$ cat config.mk
export PLATFORM = sky130hd
export DESIGN_NAME = seg_uop_responder
export DESIGN_NICKNAME = d
export VERILOG_FILES = /design/src/rtl/seg_uop_responder.sv
export SDC_FILE = /design/constraint.sdc
export NUM_CORES = 1
export LEC_CHECK = 0
export BUFFER_PORTS_ARGS = -buffer_cell sky130_fd_sc_hd__buf_2
export CAP_MARGIN = 0
export CORE_MARGIN = 2
export CORE_UTILIZATION = 40
export DETAILED_ROUTE_END_ITERATION = 10
export PLACE_DENSITY = 0.65
export SLEW_MARGIN = 20
export SYNTH_ARGS = -nofsm -noshare
export SYNTH_HDL_FRONTEND = slang
export SYNTH_SLANG_ARGS = --single-unit
export TNS_END_PERCENT = 100
$ cat constraint.sdc
create_clock -name clk_i -period 7.5 [get_ports clk_i]
set_input_delay 0.375 -clock clk_i [delete_from_list [all_inputs] [get_ports clk_i]]
set_output_delay 0.375 -clock clk_i [all_outputs]
set_load 0.05 [all_outputs]
$ cat src/rtl/seg_uop_responder.sv
// Segment micro-op responder: forwards micro-ops to the VLSU, tracks them in an in-order tag FIFO, returns one response each.
// Latency: one registered response per completion, one cycle after the completion pulse.
// Backpressure: ready follows VLSU ready, gated off while the tag FIFO is full or while draining after a fault.
module seg_uop_responder #(
    parameter int unsigned VstartWidth = 16,
    parameter int unsigned NfWidth     = 3,
    parameter int unsigned TvalWidth   = 64,
    parameter int unsigned Depth       = 4
) (
    input  logic                   clk_i,
    input  logic                   rst_ni,
    input  logic                   uop_valid_i,
    output logic                   uop_ready_o,
    input  logic [VstartWidth-1:0] uop_vstart_i,
    input  logic [NfWidth-1:0]     uop_field_i,
    input  logic                   uop_last_i,
    output logic                   be_req_valid_o,
    input  logic                   be_req_ready_i,
    input  logic                   be_done_valid_i,
    input  logic                   be_done_exc_i,
    input  logic [TvalWidth-1:0]   be_done_tval_i,
    output logic                   resp_valid_o,
    output logic                   resp_exc_o,
    output logic [VstartWidth-1:0] resp_vstart_o,
    output logic [NfWidth-1:0]     resp_field_o,
    output logic [TvalWidth-1:0]   resp_tval_o,
    output logic                   resp_last_o,
    output logic                   idle_o,
    output logic                   proto_err_o
);

    localparam int unsigned AddrW = $clog2(Depth);
    localparam int unsigned PtrW  = AddrW + 1;

    typedef enum logic {
        ST_RUN   = 1'b0,
        ST_DRAIN = 1'b1
    } state_e;

    typedef struct packed {
        logic [VstartWidth-1:0] vstart;
        logic [NfWidth-1:0]     field;
        logic                   last;
    } tag_t;

    tag_t            r_mem [Depth];
    logic [PtrW-1:0] r_wr_ptr;
    logic [PtrW-1:0] r_rd_ptr;
    state_e          r_state;
    state_e          w_next_state;

    logic [PtrW-1:0] w_occ;
    logic            w_empty;
    logic            w_full;
    logic            w_accept_en;
    logic            w_push;
    logic            w_pop;
    logic            w_run;
    tag_t            w_head;

    logic                   r_resp_valid;
    logic                   r_resp_exc;
    logic [VstartWidth-1:0] r_resp_vstart;
    logic [NfWidth-1:0]     r_resp_field;
    logic [TvalWidth-1:0]   r_resp_tval;
    logic                   r_resp_last;
    logic                   r_proto_err;

    assign w_occ   = r_wr_ptr - r_rd_ptr;
    assign w_empty = (w_occ == '0);
    assign w_full  = (r_wr_ptr[PtrW-1] != r_rd_ptr[PtrW-1]) &&
                     (r_wr_ptr[AddrW-1:0] == r_rd_ptr[AddrW-1:0]);
    assign w_run   = (r_state == ST_RUN);

    // Full is the registered value: a same-cycle pop does not open a slot until next cycle.
    assign w_accept_en    = w_run && !w_full;
    assign be_req_valid_o = uop_valid_i && w_accept_en;
    assign uop_ready_o    = be_req_ready_i && w_accept_en;

    assign w_push = uop_valid_i && uop_ready_o;
    assign w_pop  = be_done_valid_i && !w_empty;
    assign w_head = r_mem[r_rd_ptr[AddrW-1:0]];

    always_ff @(posedge clk_i) begin
        if (w_push) begin
            r_mem[r_wr_ptr[AddrW-1:0]] <= tag_t'{vstart: uop_vstart_i, field: uop_field_i, last: uop_last_i};
        end
    end

    always_ff @(posedge clk_i or negedge rst_ni) begin
        if (!rst_ni) begin
            r_wr_ptr <= '0;
            r_rd_ptr <= '0;
            r_state  <= ST_RUN;
        end else begin
            if (w_push) r_wr_ptr <= r_wr_ptr + 1'b1;
            if (w_pop)  r_rd_ptr <= r_rd_ptr + 1'b1;
            r_state <= w_next_state;
        end
    end

    always_comb begin
        w_next_state = r_state;
        case (r_state)
            ST_RUN:   if (w_pop && be_done_exc_i) w_next_state = ST_DRAIN;
            // Leaves on registered emptiness, so a drain ending in a pop spends one more cycle here.
            ST_DRAIN: if (w_empty) w_next_state = ST_RUN;
            default:  w_next_state = ST_RUN;
        endcase
    end

    always_ff @(posedge clk_i or negedge rst_ni) begin
        if (!rst_ni) begin
            r_resp_valid  <= 1'b0;
            r_resp_exc    <= 1'b0;
            r_resp_vstart <= '0;
            r_resp_field  <= '0;
            r_resp_tval   <= '0;
            r_resp_last   <= 1'b0;
            r_proto_err   <= 1'b0;
        end else begin
            r_resp_valid <= w_pop && w_run;
            if (w_pop && w_run) begin
                r_resp_exc    <= be_done_exc_i;
                r_resp_vstart <= w_head.vstart;
                r_resp_field  <= w_head.field;
                r_resp_tval   <= be_done_exc_i ? be_done_tval_i : '0;
                r_resp_last   <= w_head.last;
            end
            if (be_done_valid_i && w_empty) r_proto_err <= 1'b1;
        end
    end

    assign resp_valid_o  = r_resp_valid;
    assign resp_exc_o    = r_resp_exc;
    assign resp_vstart_o = r_resp_vstart;
    assign resp_field_o  = r_resp_field;
    assign resp_tval_o   = r_resp_tval;
    assign resp_last_o   = r_resp_last;
    assign proto_err_o   = r_proto_err;
    assign idle_o        = w_empty && w_run;

endmodule

== Word level (Yosys, flattened, before mapping) ==
Memories as Yosys holds them, arrays and structs flattened. A register that Yosys moved wholly into a read port is not among the register bits.
Cells that the tools add are included.
W data, S select, Z words.
Cells by class
  $add $sub $neg: 3
  eq/ne operators: 2
  multiplexer cells: 6
  bitwise operators: 1
  reduce and logical (&&, ||, !) cells: 14
Operators with widths (number)
  $mux W64: 1
  $logic_and A1 B1 Y1: 10
  $add A3 B1 Y3 const B: 2
  $mux W1: 4
  $logic_not A1 Y1: 3
  $logic_not A3 Y1: 1
  $sub A3 B3 Y3: 1
  $eq A2 B2 Y1: 1
  $pmux W1 S2: 1
  $ne A1 B1 Y1: 1
  $not A1 Y1: 1
Storage, ports and cells
  bits in registers: 74
  memory bits (writable): 80
  output and inout bits: 90
  logic and storage cells: 34
  memories kept: 1
Memories
  r_mem: depth 4, bits a word 20, rd ports 1, clocked after memory_dff 1, write ports 1, line 46  | tag_t r_mem [Depth];

== Depth between registers and ports, before layout ==
Gate-level depths: netlist (run 1).
  depth after elaboration: 8
  mapped depth: 8
  depth with buffers taken out: 6

== Worst setup path before layout (run 1) ==
No wires, ideal clock.
  kind: reg-to-reg
  start point: register r_rd_ptr[1]
  end point: memory r_mem[3][0] (netlist name), enable pin
  setup time: 0.440 ns
  arrival: 2.855 ns
  required time: 7.060 ns
  path slack: 4.205 ns
  cell stages (with the launch flop): 5
  cells stage by stage: dfrtp_1 buf_1 inv_1 ha_1 a311oi_1
On the way
  word-level cells in the longest chain between the ends: 8
Ends and longest elaborated chain
  start, declared: line 48  | logic [PtrW-1:0] r_rd_ptr;
  start signal, assigned: line 97  | if (w_pop) r_rd_ptr <= r_rd_ptr + 1'b1;
  $eq A2 B2 Y1: line 72  | (r_wr_ptr[AddrW-1:0] == r_rd_ptr[AddrW-1:0]);
  $logic_and A1 B1 Y1: line 71  | assign w_full = (r_wr_ptr[PtrW-1] != r_rd_ptr[PtrW-1]) &&
  $logic_not A1 Y1: line 76  | assign w_accept_en = w_run && !w_full;
  $logic_and A1 B1 Y1: line 76
  $logic_and A1 B1 Y1: line 78  | assign uop_ready_o = be_req_ready_i && w_accept_en;
  $logic_and A1 B1 Y1: line 80  | assign w_push = uop_valid_i && uop_ready_o;
  $mux W1: line 85  | if (w_push) begin
  $mux W1 (implied by the code): line 86  | r_mem[r_wr_ptr[AddrW-1:0]] <= tag_t'{vstart: uop_vstart_i, field: uop_field_i, last: uop_last_i};
  end, declared: line 46
Every way passes these cells.

== Worst setup path after layout (run 1) ==
  start point: register r_rd_ptr[1]
  end point: register r_resp_vstart[2] (netlist: resp_vstart_o[2]) (read register of r_mem)
On the way
  word-level cells in the longest chain between the ends: 5
Ends and longest elaborated chain
  $sub A3 B3 Y3: line 69  | assign w_occ = r_wr_ptr - r_rd_ptr;
  $logic_not A3 Y1: line 70  | assign w_empty = (w_occ == '0);
  $logic_not A1 Y1: line 81  | assign w_pop = be_done_valid_i && !w_empty;
  $logic_and A1 B1 Y1: line 81
  $logic_and A1 B1 Y1: line 123  | if (w_pop && w_run) begin
  end, declared: line 63  | logic [VstartWidth-1:0] r_resp_vstart;
Parallel ways exist; a longest one is shown, timed or not.
A chain may end at the register's enable or synchronous reset.

==> results of run 1 <==
-- worst min-delay path by stage --
stage | from | endpoint | slack [ns] | depth (start not counted)
floorplan | rst_ni | proto_err_o | 0.08 | 0
global placement | rst_ni | resp_vstart_o[5] | 0.37 | 1
detailed placement | rst_ni | resp_vstart_o[5] | 0.38 | 1
CTS | uop_vstart_i[10] | r_mem[3][14] | 0.15 | 1
global route | uop_field_i[2] | r_mem[3][3] | 0.16 | 1
finish | uop_field_i[0] | r_mem[2][1] | 0.18 | 1
-- layout make-up --
cell class              instances  area share, %
flip-flops and latches        174           54.4
multi-input cells             204           22.0
repair buffers                184           10.9
clock buffers                  19           4.96
well taps                     225           3.22
inverters                      68           2.92
clock inverters                13           1.59
-- state kept, by name (all words and copies together) (netlist names) --
name / flops
proto_err_o: 1
r_mem: 80
r_rd_ptr: 3
r_state: 1
r_wr_ptr: 3
resp_exc_o: 1
resp_field_o: 3
resp_last_o: 1
resp_tval_o: 64
resp_valid_o: 1
resp_vstart_o: 16
-- power breakdown --
part	switching, mW	internal [mW]	total (mW)
clock network	0.368	0.492	0.860
registers	0.171	1.29	1.46
logic	1.38	0.565	1.95
total	1.92	2.34	4.26
-- repair_timing --
item                      in CTS  in global routing
setup buffers                  0                  0
hold buffers                   1                  0
hold endpoints to repair      38                  0
-- cells in the mapped netlist, types with 2 or more instances --
library cell	n	area, µm²
a31oi_1	3	18.8
and2_1	5	31.3
mux2i_1	64	641
clkbuf_1	10	37.5
mux2_2	2	22.5
a311oi_1	2	17.5
ha_1	7	87.6
nand2_1	66	248
xor2_1	4	35.0
inv_1	68	255
mux2_1	21	236
mux4_2	20	450
buf_4	4	30.0
buf_6	5	56.3
dfrtp_1	94	2350
edfxtp_1	80	2400
buf_1	2	7.51
-- cell families (layout without fill, tap and decap cells) --
family | count (synthesis) | after routing | synth area share, %
AND/OR/NAND/NOR | 75 | 75 | 4.27
multiplexers | 107 | 107 | 19.2
XOR/XNOR | 6 | 6 | 0.943
buffers and inverters | 89 | 284 | 5.50
flip-flops | 174 | 174 | 67.6
AO/OA/AOI/OAI | 8 | 8 | 0.908
adder cells (fa/ha/maj) | 8 | 8 | 1.53
-- stage by stage --
stage / total power, mW / instances / instance area [µm²] / setup WS (ns)
CTS: 4.31 / 887 / 8730 / 3.85
global route: 4.49 / 887 / 8740 / 3.70
finish: 4.26 / 887 / 8740 / 3.95
floorplan: 2.96 / 467 / 7030 / 4.21
global placement: 3.40 / 854 / 8150 / 3.97
detailed placement: 3.44 / 854 / 8150 / 3.88
-- metal layers --
metal | vias up | GRT usage, % | part of all wire [%]
met1 | 2061 | 21.6 | 45
met4 | 0 | 5.79 | 1.3
met3 | 14 | 3.93 | 7.1
met2 | 168 | 25.6 | 47
li1 | 1964 | - | -
met5 | - | 0 | 0
-- worst register-to-register path, cell delays in order, from the launching register on --
cell,delay (ns)
dfrtp_1,1.05
fa_1,0.35
xnor3_1,0.30
a311oi_4,0.80
buf_12,0.51
mux2_1,0.43
==> qor.txt, run 1 <==
FP Rows - 48
Critical path peak fanout - 76
Number of antenna violations at the first check in global routing - 0
Overall track demand over capacity in global routing - 16.1%
Result of the run - finished clean
Fraction of registers with async set/reset - 54.0%
Worst min path class - input port to flop
Final cell utilization of the core - 50.7%
Clock tree from TritonCTS - yes
Worst reg2reg path depth - 5
Power density over the cells - 488 mW/mm²
Worst reg2reg endpoint - resp_vstart_o[2]
Post-Route WL - 14.5 mm
FF+latch area - 0.00475 mm²
Core Footprint - 0.0172 mm²
DIE HEIGHT - 137 µm
Worst hold slack across all endpoints - 0.180 ns
Vias post-DR - 4207
Synthesis-to-layout area growth - 24.3%
Footprint of the multi-input gates - 0.00192 mm²
Detailed-router iteration count before antenna repair - 5
RSZ-0062 raised after global routing - no
Fraction of the yosys area taken by sequential cells - 67.6%
DRC violation total after the first TritonRoute iteration - 201
Maximum ir drop on the vdd rail - 0.324 mV
Measured slew at the worst slew-check pin - 1.07 ns
Fraction of final layout cells sized beyond drive strength 1 - 35.8%
Net count after synthesis - 565
Final estimated routing congestion in global placement - 0.770
Period utilisation layout - 47.3%
Wirelength per Cell - 16.4 µm
CTS Root Buffer Type - clkbuf_16
Die area - 0.0187 mm²
Global route overflow - 0
Register bit count reported by yosys - 174
Post-layout nets - 747
Worst setup path end - resp_vstart_o[2]
Final clock skew - 0.00960 ns
Worst Setup Start Kind - flop
Number of buffers created by CTS - 17
Worst setup EP type - flop
R2R Setup Slk - 3.95 ns
Effective utilization at floorplan - 40.8%
Count of warnings emitted by yosys - 0
Hold violation count in the final report - 0
Chip Width - 137 µm
Clk_lat worst skew - 0.42 ns
DRC Markers - 0
I/O pins - 180
Vias in the first global route - 4427
Commonest non-fill, non-tap cell in the layout - buf_2
First element of the critical path - r_rd_ptr[1]
Lkg Pwr - 3.88 nW
CTS Buffer Depth - 2
Crit path kind - flop to flop
Sum of negative setup slack - 0 ns
Post-synthesis area per instance - 15.1 µm²
Commonest cells after routing, fill and taps aside - 177 x buf_2, 94 x dfrtp_1, 80 x edfxtp_1, 68 x inv_1, 66 x nand2_1
Critical-path cell with the highest stage delay - dfrtp_1
Slew HR - 28.6%
Post-layout minimum cycle time - 3.55 ns
Netlist area before placement - 0.00703 mm²
Reg2Reg Launch Point - r_rd_ptr[1]
Number of vias per cell after detailed routing - 4.74
First-pass GRT wire length - 22.5 mm
Cell type group with the largest total delay on the critical path - flip-flops
Clock sink count - 174
Number of max-cap violations - 0
Post-CTS clock slew at the launch and capture registers of the worst setup and hold paths - 0.07 ns
Sum of buffers and inverters on the critical path - 1
Port Buffer Count - 179
Fin. max-slew vios - 0
Critical Path Stages - 5
Final setup violation count - 0
Worst path max stage delay - 1.05 ns
Number of diodes - 0
CP Data Arrival Time - 3.84 ns
Final ANT Viol Nets - 0
Total number of H-tree levels - 4
Cell count after synthesis - 467
Placed wire-length estimate after detailed placement - 9.63 mm
Required time of the critical path - 7.79 ns
Distinct cell type count after synthesis - 27
Number of fillers in the final layout - 1501
Post-synth EDFFs - 80
Achievable Freq - 0.282 GHz
Ys flop type - dfrtp_1
Largest net degree at the start of global routing - 77
CTS-repair resized insts - 0
Cell breakdown of the critical path - fa_1 > xnor3_1 > a311oi_4 > buf_12 > mux2_1
(Power assumes the default switching activity.)
==> run 2: changes to the inputs <==
--- a/config.mk
+++ b/config.mk
@@ -5,12 +5,13 @@
 export SDC_FILE = /design/constraint.sdc
 export NUM_CORES = 1
 export LEC_CHECK = 0
+export ABC_AREA = 1
 export BUFFER_PORTS_ARGS = -buffer_cell sky130_fd_sc_hd__buf_2
 export CAP_MARGIN = 0
 export CORE_MARGIN = 2
 export CORE_UTILIZATION = 40
 export DETAILED_ROUTE_END_ITERATION = 10
-export PLACE_DENSITY = 0.65
+export PLACE_DENSITY = 0.64
 export SLEW_MARGIN = 20
 export SYNTH_ARGS = -nofsm -noshare
 export SYNTH_HDL_FRONTEND = slang
==> constraint.sdc (replaced) <==
create_clock -name clk_i -period 3.7 [get_ports clk_i]
set_input_delay 0.185 -clock clk_i [delete_from_list [all_inputs] [get_ports clk_i]]
set_output_delay 0.185 -clock clk_i [all_outputs]
set_load 0.05 [all_outputs]
==> run 2 against run 1 <==
  * Maximum frequency grew 22%
  * Critical path depth increased by 4
  * Register-to-register slack lost 3.2 ns
  * Die area is 13% higher
==> qor.txt, run 2 <==
Min-Delay Startpoint - be_done_tval_i[55]
Number of post-CTS setup repair buffers - 0 (unchanged)
Critical-path cell with the highest stage delay - nand3_4
Clk_lat worst skew - 0.43 ns (about the same)
Netlist area before placement - 0.00795 mm² (+13%)
Core Footprint - 0.0195 mm² (+13%)
RSZ-0062 raised after global routing - no
Port Buffer Count - 179 (unchanged)
FP Rows - 51 (+6.3%)
Effective utilization at floorplan - 40.9% (+0.080 points)
Fraction of registers with async set/reset - 54.0% (unchanged)
Simple-gate area share of the yosys netlist - 27.1% (+23 points)
Largest net degree at the start of global routing - 87 (+13%)
Adder and majority gate portion of the synthesized area - 1.35% (-0.18 points)
Count of hold buffers inserted by post-cts repair - 21 (+20)
Top area cells in the synthesized netlist - edfxtp_1 30%, dfrtp_1 30%, nand2_1 17%
Post-layout minimum cycle time - 2.91 ns (-0.638 ns)
Ys flop type - dfrtp_1
Distinct cell type count after synthesis - 21 (-22%)
Worst reg2reg path depth - 9 (+4)
Required time of the critical path - 4.00 ns (-3.79 ns)
Worst reg2reg endpoint - resp_field_o[1]
Maximum ir drop on the vdd rail - 0.428 mV (+32%)
Register bit count reported by yosys - 174 (unchanged)
Cell type group with the largest total delay on the critical path - simple AND/OR/NAND/NOR gates
Portion of synthesized cell area occupied by the leading cell type - 30.2% (-4.0 points)
Final estimated routing congestion in global placement - 0.787 (+2.2%)
Worst slack after detailed placement - 0.772 ns (-3.11 ns)
Global route overflow - 0 (unchanged)
Sum of buffers and inverters on the critical path - 2 (+1)
Fraction of the yosys area taken by sequential cells - 59.8% (-7.9 points)
Measured slew at the worst slew-check pin - 1.01 ns (-0.0587 ns)
Most repeated cell in the gate-level netlist after synthesis - nand2_1
Synthesis-to-layout area growth - 23.5%
Fraction of final layout cells sized beyond drive strength 1 - 21.5% (-14 points)
Final setup violation count - 0 (unchanged)
Hold violation count in the final report - 0 (unchanged)
Die area - 0.0210 mm² (+13%)
Final ANT Viol Nets - 0 (unchanged)
Total number of H-tree levels - 4 (unchanged)
Mux share of post-synthesis cell area - 0% (-19 points)
Wirelength per Cell - 14.1 µm (-14%)
Worst setup EP type - flop
Lkg Pwr - 5.51 nW (+42%)
Worst path max stage delay - 0.80 ns (-0.25 ns)
Final clock skew - 0.00853 ns (-0.00106 ns)
Critical path peak fanout - 86 (+13%)
Post-layout nets - 1177 (+58%)
Slew HR - 32.5% (+3.9 points)
Compound-gate portion of the synthesized area - 0.220% (-0.69 points)
Post-Route WL - 19.1 mm (+31%)
Post-synthesis share of cell area spent on xor and xnor gates - 0.220% (-0.72 points)
Number of diodes - 0 (unchanged)
Count of warnings emitted by yosys - 0 (unchanged)
Non-filler instance count after layout - 1357 (+53%)
Reg2Reg Launch Point - r_wr_ptr[0]
Detailed-router iteration count before antenna repair - 4 (-1)
DIE HEIGHT - 145 µm (+6.2%)
Sum of negative setup slack - 0 ns (unchanged)
Vias post-DR - 6363 (+51%)
Clock tree from TritonCTS - yes
Worst min path class - input port to flop
Post-CTS clock slew at the launch and capture registers of the worst setup and hold paths - 0.07 ns (about the same)
Clock sink count - 174 (unchanged)
Flip-flop count of the largest register after layout - 80 (unchanged)
First-pass GRT wire length - 31.5 mm (+40%)
DRC violation total after the first TritonRoute iteration - 331 (+65%)
Commonest cells after routing, fill and taps aside - 356 x nand2_1, 178 x buf_2, 158 x inv_1, 94 x dfrtp_1, 85 x nand4_1
Total power draw - 9.15 mW (+110%)
CTS Buffer Depth - 2 (unchanged)
Crit path kind - flop to flop
DRC Markers - 0 (unchanged)
Chip Width - 145 µm (+6.2%)
Setup WS post-layout - 0.788 ns (-3.16 ns)
Overall track demand over capacity in global routing - 18.6% (+2.5 points)
Number of antenna violations at the first check in global routing - 0 (unchanged)
Achievable Freq - 0.343 GHz (+22%)
Final cell utilization of the core - 50.5% (-0.21 points)
Most common library cells after synthesis - 356 x nand2_1, 159 x inv_1, 94 x dfrtp_1
Result of the run - finished clean
Post-synthesis area per instance - 8.81 µm² (-41%)
Cell breakdown of the critical path - inv_1 > ha_1 > fa_1 > inv_1 > nand3_1 > nand3_4 > nand3_4 > nand2_1 > nand2_1
Cell total after placement - 1304 (+53%)
Number of buffers created by CTS - 17 (unchanged)
Number of max-cap violations - 0 (unchanged)
Power density over the cells - 931 mW/mm² (+91%)
Area leader, netlist - edfxtp_1
CTS-repair resized insts - 0 (unchanged)
Cell count after synthesis - 903 (+93%)
WHS Endpoint - resp_tval_o[55]
CP Data Arrival Time - 3.21 ns (-0.63 ns)
Placed wire-length estimate after detailed placement - 12.0 mm (+24%)
Worst Setup Start Kind - flop
Post-synth EDFFs - 80 (unchanged)
Hold-critical path depth - 5 (+4)
Number of vias per cell after detailed routing - 4.69 (-1.1%)
Period utilisation layout - 78.7% (+31 points)
Dominant combinational cell family by area after synthesis - simple AND/OR/NAND/NOR gates
Commonest non-fill, non-tap cell in the layout - nand2_1
R2R Setup Slk - 0.79 ns (-3.16 ns)
Fin. max-slew vios - 0 (unchanged)
CTS Root Buffer Type - clkbuf_16
Vias in the first global route - 6072 (+37%)
Net count after synthesis - 1001 (+77%)
I/O pins - 180 (unchanged)
==> run 2: cell count changes in the layout (fill, tap and decap cells not counted), moves of 4 or more <==
cell           previous run  this run
mux2_1                   21         0
nand2_1                  66       356
dlygate4sd3_1             1        21
buf_4                     5        16
inv_2                     0         4
nor2_2                    0         4
mux2i_1                  64         0
inv_1                    68       158
mux4_2                   20         0
nand4_1                   0        85
xor2_1                    4         0
nand3_1                   1        45
==> run 2: final cells by class <==
class	instances	area, µm²
Clock buffer	18	429
Clock inverter	14	155
Fill cell	1883	9640
Inverter	162	608
Multi-Input combinational cell	509	2320
Sequential cell	174	4750
Tap cell	265	332
Timing Repair Buffer	215	1220
==> run 2: cell families (layout without fill, tap and decap cells) <==
group / count (synthesis) / count (layout)
simple gates: 496 / 496
buf+inv: 220 / 409
flops: 174 / 174
fa+ha+maj: 8 / 8
compound gates: 3 / 3
xor+xnor: 2 / 2
==> run 2: through the flow <==
stage / hold WS (ns) / area [µm²]
detailed placement: 0.173 / 9030
global route: 0.0931 / 9820
CTS: 0.0742 / 9820
finish: 0.0903 / 9820
global placement: 0.172 / 9030
floorplan: -0.111 / 7950
==> run 2: worst reg2reg max path, stage by stage (launching register included) <==
cell and delay [ns]:
dfrtp_1 0.39, inv_1 0.11, ha_1 0.22, fa_1 0.39
inv_1 0.07, nand3_1 0.11, nand3_4 0.30, nand3_4 0.80
nand2_1 0.33, nand2_1 0.08
==> run 2: how the worst max path moves through the flow <==
stage | cells after the start | slack, ns | start | to
floorplan | 7 | 0.97 | r_rd_ptr[1] | r_mem[0][0]
CTS | 9 | 0.77 | r_wr_ptr[0] | resp_vstart_o[5]
global placement | 9 | 0.83 | r_wr_ptr[0] | resp_vstart_o[6]
global route | 9 | 0.48 | r_wr_ptr[0] | resp_vstart_o[7]
detailed placement | 9 | 0.77 | r_wr_ptr[0] | resp_vstart_o[5]
finish | 9 | 0.79 | r_wr_ptr[0] | resp_field_o[1]
==> run 2: power by group <==
part           leakage, nW  total, mW  internal [mW]  switching [mW]
logic                 3.30       4.48          0.991            3.49
registers             1.93       2.88           2.59           0.284
clock network        0.280       1.79           1.01           0.784
total                 5.51       9.15           4.59            4.55
==> run 2: routing by layer <==
metal | GRT usage (%) | wire (µm) | up-vias
li1 | - | - | 3185
met1 | 24.7 | 8560 | 2988
met2 | 30.3 | 9350 | 164
met3 | 3.43 | 826 | 26
met4 | 7.28 | 343 | 0
met5 | 0 | 0 | -
==> run 3: changes to the inputs <==
==> constraint.sdc (replaced) <==
create_clock -name clk_i -period 2.9 [get_ports clk_i]
set_input_delay 0.145 -clock clk_i [delete_from_list [all_inputs] [get_ports clk_i]]
set_output_delay 0.145 -clock clk_i [all_outputs]
set_load 0.05 [all_outputs]
==> run 3 against run 2 <==
  * Non-clock buffer count rose by 3
  * Count of clock-buffer cells in the layout decreased by 1
  * Final cell count is 0.29% higher
  * Clock skew grew 0.0030 ns
  * Sequential power grew 28%
  * Critical path type is now flop to output port
  * Largest cell class unchanged
  * Largest power group unchanged
==> qor.txt, run 3 (synthesis gave the netlist of run 2 again) <==
Result of the run - finished clean
Post-layout nets - 1180 (+0.25%)
Largest net degree at the start of global routing - 92 (+5.7%)
Maximum ir drop on the vdd rail - 0.579 mV (+35%)
Chip Width - 145 µm (unchanged)
Worst Setup Start Kind - flop
Sum of negative setup slack - 0 ns (unchanged)
Final estimated routing congestion in global placement - 0.783 (-0.56%)
Vias in the first global route - 5928 (-2.4%)
Worst path max stage delay - 0.49 ns (-0.31 ns)
Sum of buffers and inverters on the critical path - 4 (+2)
CTS Buffer Depth - 2 (unchanged)
Worst reg2reg path depth - 10 (+1)
Commonest cells after routing, fill and taps aside - 356 x nand2_1, 178 x buf_2, 159 x inv_1, 94 x dfrtp_1, 85 x nand4_1
Final setup violation count - 0 (unchanged)
Detailed-router iteration count before antenna repair - 5 (+1)
Worst hold slack across all endpoints - 0.0583 ns (-0.0320 ns)
Setup WS post-layout - 0.228 ns (-0.560 ns)
Final cell utilization of the core - 50.8% (+0.33 points)
Slew HR - 33.1% (+0.60 points)
Number of vias per cell after detailed routing - 4.70 (+0.19%)
DRC Markers - 0 (unchanged)
Wirelength per Cell - 14.2 µm (+0.83%)
Synthesis-to-layout area growth - 24.3%
Placed wire-length estimate after detailed placement - 12.0 mm (-0.14%)
Clock sink count - 174 (unchanged)
Final ANT Viol Nets - 0 (unchanged)
Worst min path class - input port to flop
Required time of the critical path - 2.76 ns (-1.24 ns)
Design Area, Final - 0.00989 mm² (+0.65%)
Vias post-DR - 6394 (+0.49%)
Worst setup EP type - output port
Period utilisation layout - 92.1%
DRC violation total after the first TritonRoute iteration - 322 (-2.7%)
Most common cell on crit path - inv_1
Clk_lat worst skew - 0.42 ns (about the same)
Measured slew at the worst slew-check pin - 1.00 ns (-0.00901 ns)
Cell area after placement - 0.00909 mm² (+0.67%)
Cell breakdown of the critical path - inv_1 > ha_1 > fa_1 > nand2_1 > inv_1 > nand3_4 > buf_12 > nor2_1 > buf_2
Lkg Pwr - 5.54 nW (+0.61%)
R2R Setup Slk - 0.62 ns (-0.17 ns)
Hold violation count in the final report - 0 (unchanged)
Number of max-cap violations - 0 (unchanged)
CTS Root Buffer Type - clkbuf_16
Cell type group with the largest total delay on the critical path - adder cells
Fin. max-slew vios - 0 (unchanged)
Achievable Freq - 0.374 GHz
Fraction of final layout cells sized beyond drive strength 1 - 21.6% (+0.052 points)
Port Buffer Count - 179 (unchanged)
DIE HEIGHT - 145 µm (unchanged)
CP Data Arrival Time - 2.53 ns (-0.68 ns)
Post-Route WL - 19.3 mm (+1.1%)
Min-Delay Startpoint - be_done_tval_i[15]
Number of antenna violations at the first check in global routing - 2 (+2)
FP Rows - 51 (unchanged)
Overall track demand over capacity in global routing - 18.5% (-0.097 points)
Power density over the cells - 1190 mW/mm² (+28%)
RSZ-0062 raised after global routing - no
Die area - 0.0210 mm² (unchanged)
Reg2Reg Launch Point - r_wr_ptr[0]
WHS Endpoint - resp_tval_o[15]
Worst reg2reg endpoint - resp_field_o[0]
Hold-critical path depth - 5 (unchanged)
Global route overflow - 0 (unchanged)
Core Footprint - 0.0195 mm² (unchanged)
Number of buffers created by CTS - 17 (unchanged)
Critical path peak fanout - 91 (+5.8%)
Clock tree from TritonCTS - yes
Critical-path cell with the highest stage delay - fa_1
Final clock skew - 0.0115 ns (+0.00300 ns)
Effective utilization at floorplan - 40.9% (unchanged)
CTS-repair resized insts - 0 (unchanged)
Worst slack after detailed placement - 0.603 ns (-0.169 ns)
Number of post-CTS setup repair buffers - 0 (unchanged)
Total number of H-tree levels - 4 (unchanged)
Count of hold buffers inserted by post-cts repair - 21 (unchanged)
I/O pins - 180 (unchanged)
Flip-flop count of the largest register after layout - 80 (unchanged)
First-pass GRT wire length - 31.4 mm (-0.39%)
Post-CTS clock slew at the launch and capture registers of the worst setup and hold paths - 0.07 ns (about the same)
Crit path kind - flop to output port
Post-layout minimum cycle time - 2.67 ns
Commonest non-fill, non-tap cell in the layout - nand2_1
==> run 3: final cells by class <==
type	instances	area (µm²)
fillers	1877	9580
flip-flops and latches	174	4750
multi-input cells	509	2320
repair buffers	218	1280
inverters	162	608
clock buffers	17	425
well taps	265	332
clock inverters	14	158
diodes	2	5.00
==> run 3: tightest hold or removal path: stages <==
cell and delay, ns:
buf_2 0.10, nand2_1 0.05, inv_1 0.03, nand4_1 0.07, nand2_1 0.05
==> run 3: metal layers <==
metal  global-route usage (%)  vias up  share of wire (%)
met2                     30.8      157                 50
met1                     24.6     3036                 45
met4                     5.89        0                1.5
met5                        0        -                  0
met3                     3.36       19                4.2
li1                         -     3182                  -
==> run 3: worst max-delay path by stage <==
stage	cells past startpoint	end	from	slack, ns
2_1_floorplan	7	r_mem[0][0]	r_rd_ptr[1]	0.17
3_3_place_gp	10	resp_field_o[0]	r_wr_ptr[0]	0.67
3_5_place_dp	10	resp_tval_o[55]	r_wr_ptr[0]	0.60
4_1_cts	9	idle_o	r_wr_ptr[0]	0.20
5_1_grt	9	idle_o	r_wr_ptr[0]	0.03
6_report	9	idle_o	r_wr_ptr[0]	0.23
==> run 3: metrics by stage <==
| stage | cells | total power, mW |
|---|---|---|
| after floorplan | 903 | 8.08 |
| after global placement | 1307 | 9.50 |
| after detailed placement | 1307 | 9.57 |
| after CTS | 1359 | 11.9 |
| after global routing | 1361 | 12.5 |
| final | 1361 | 11.8 |
==> run 3: power by group <==
group          switching (mW)  leakage [nW]  total, mW  internal (mW)
Combinational            4.47          3.34       5.82           1.35
Clock                   0.988         0.281       2.27           1.28
Sequential              0.372          1.93       3.68           3.31
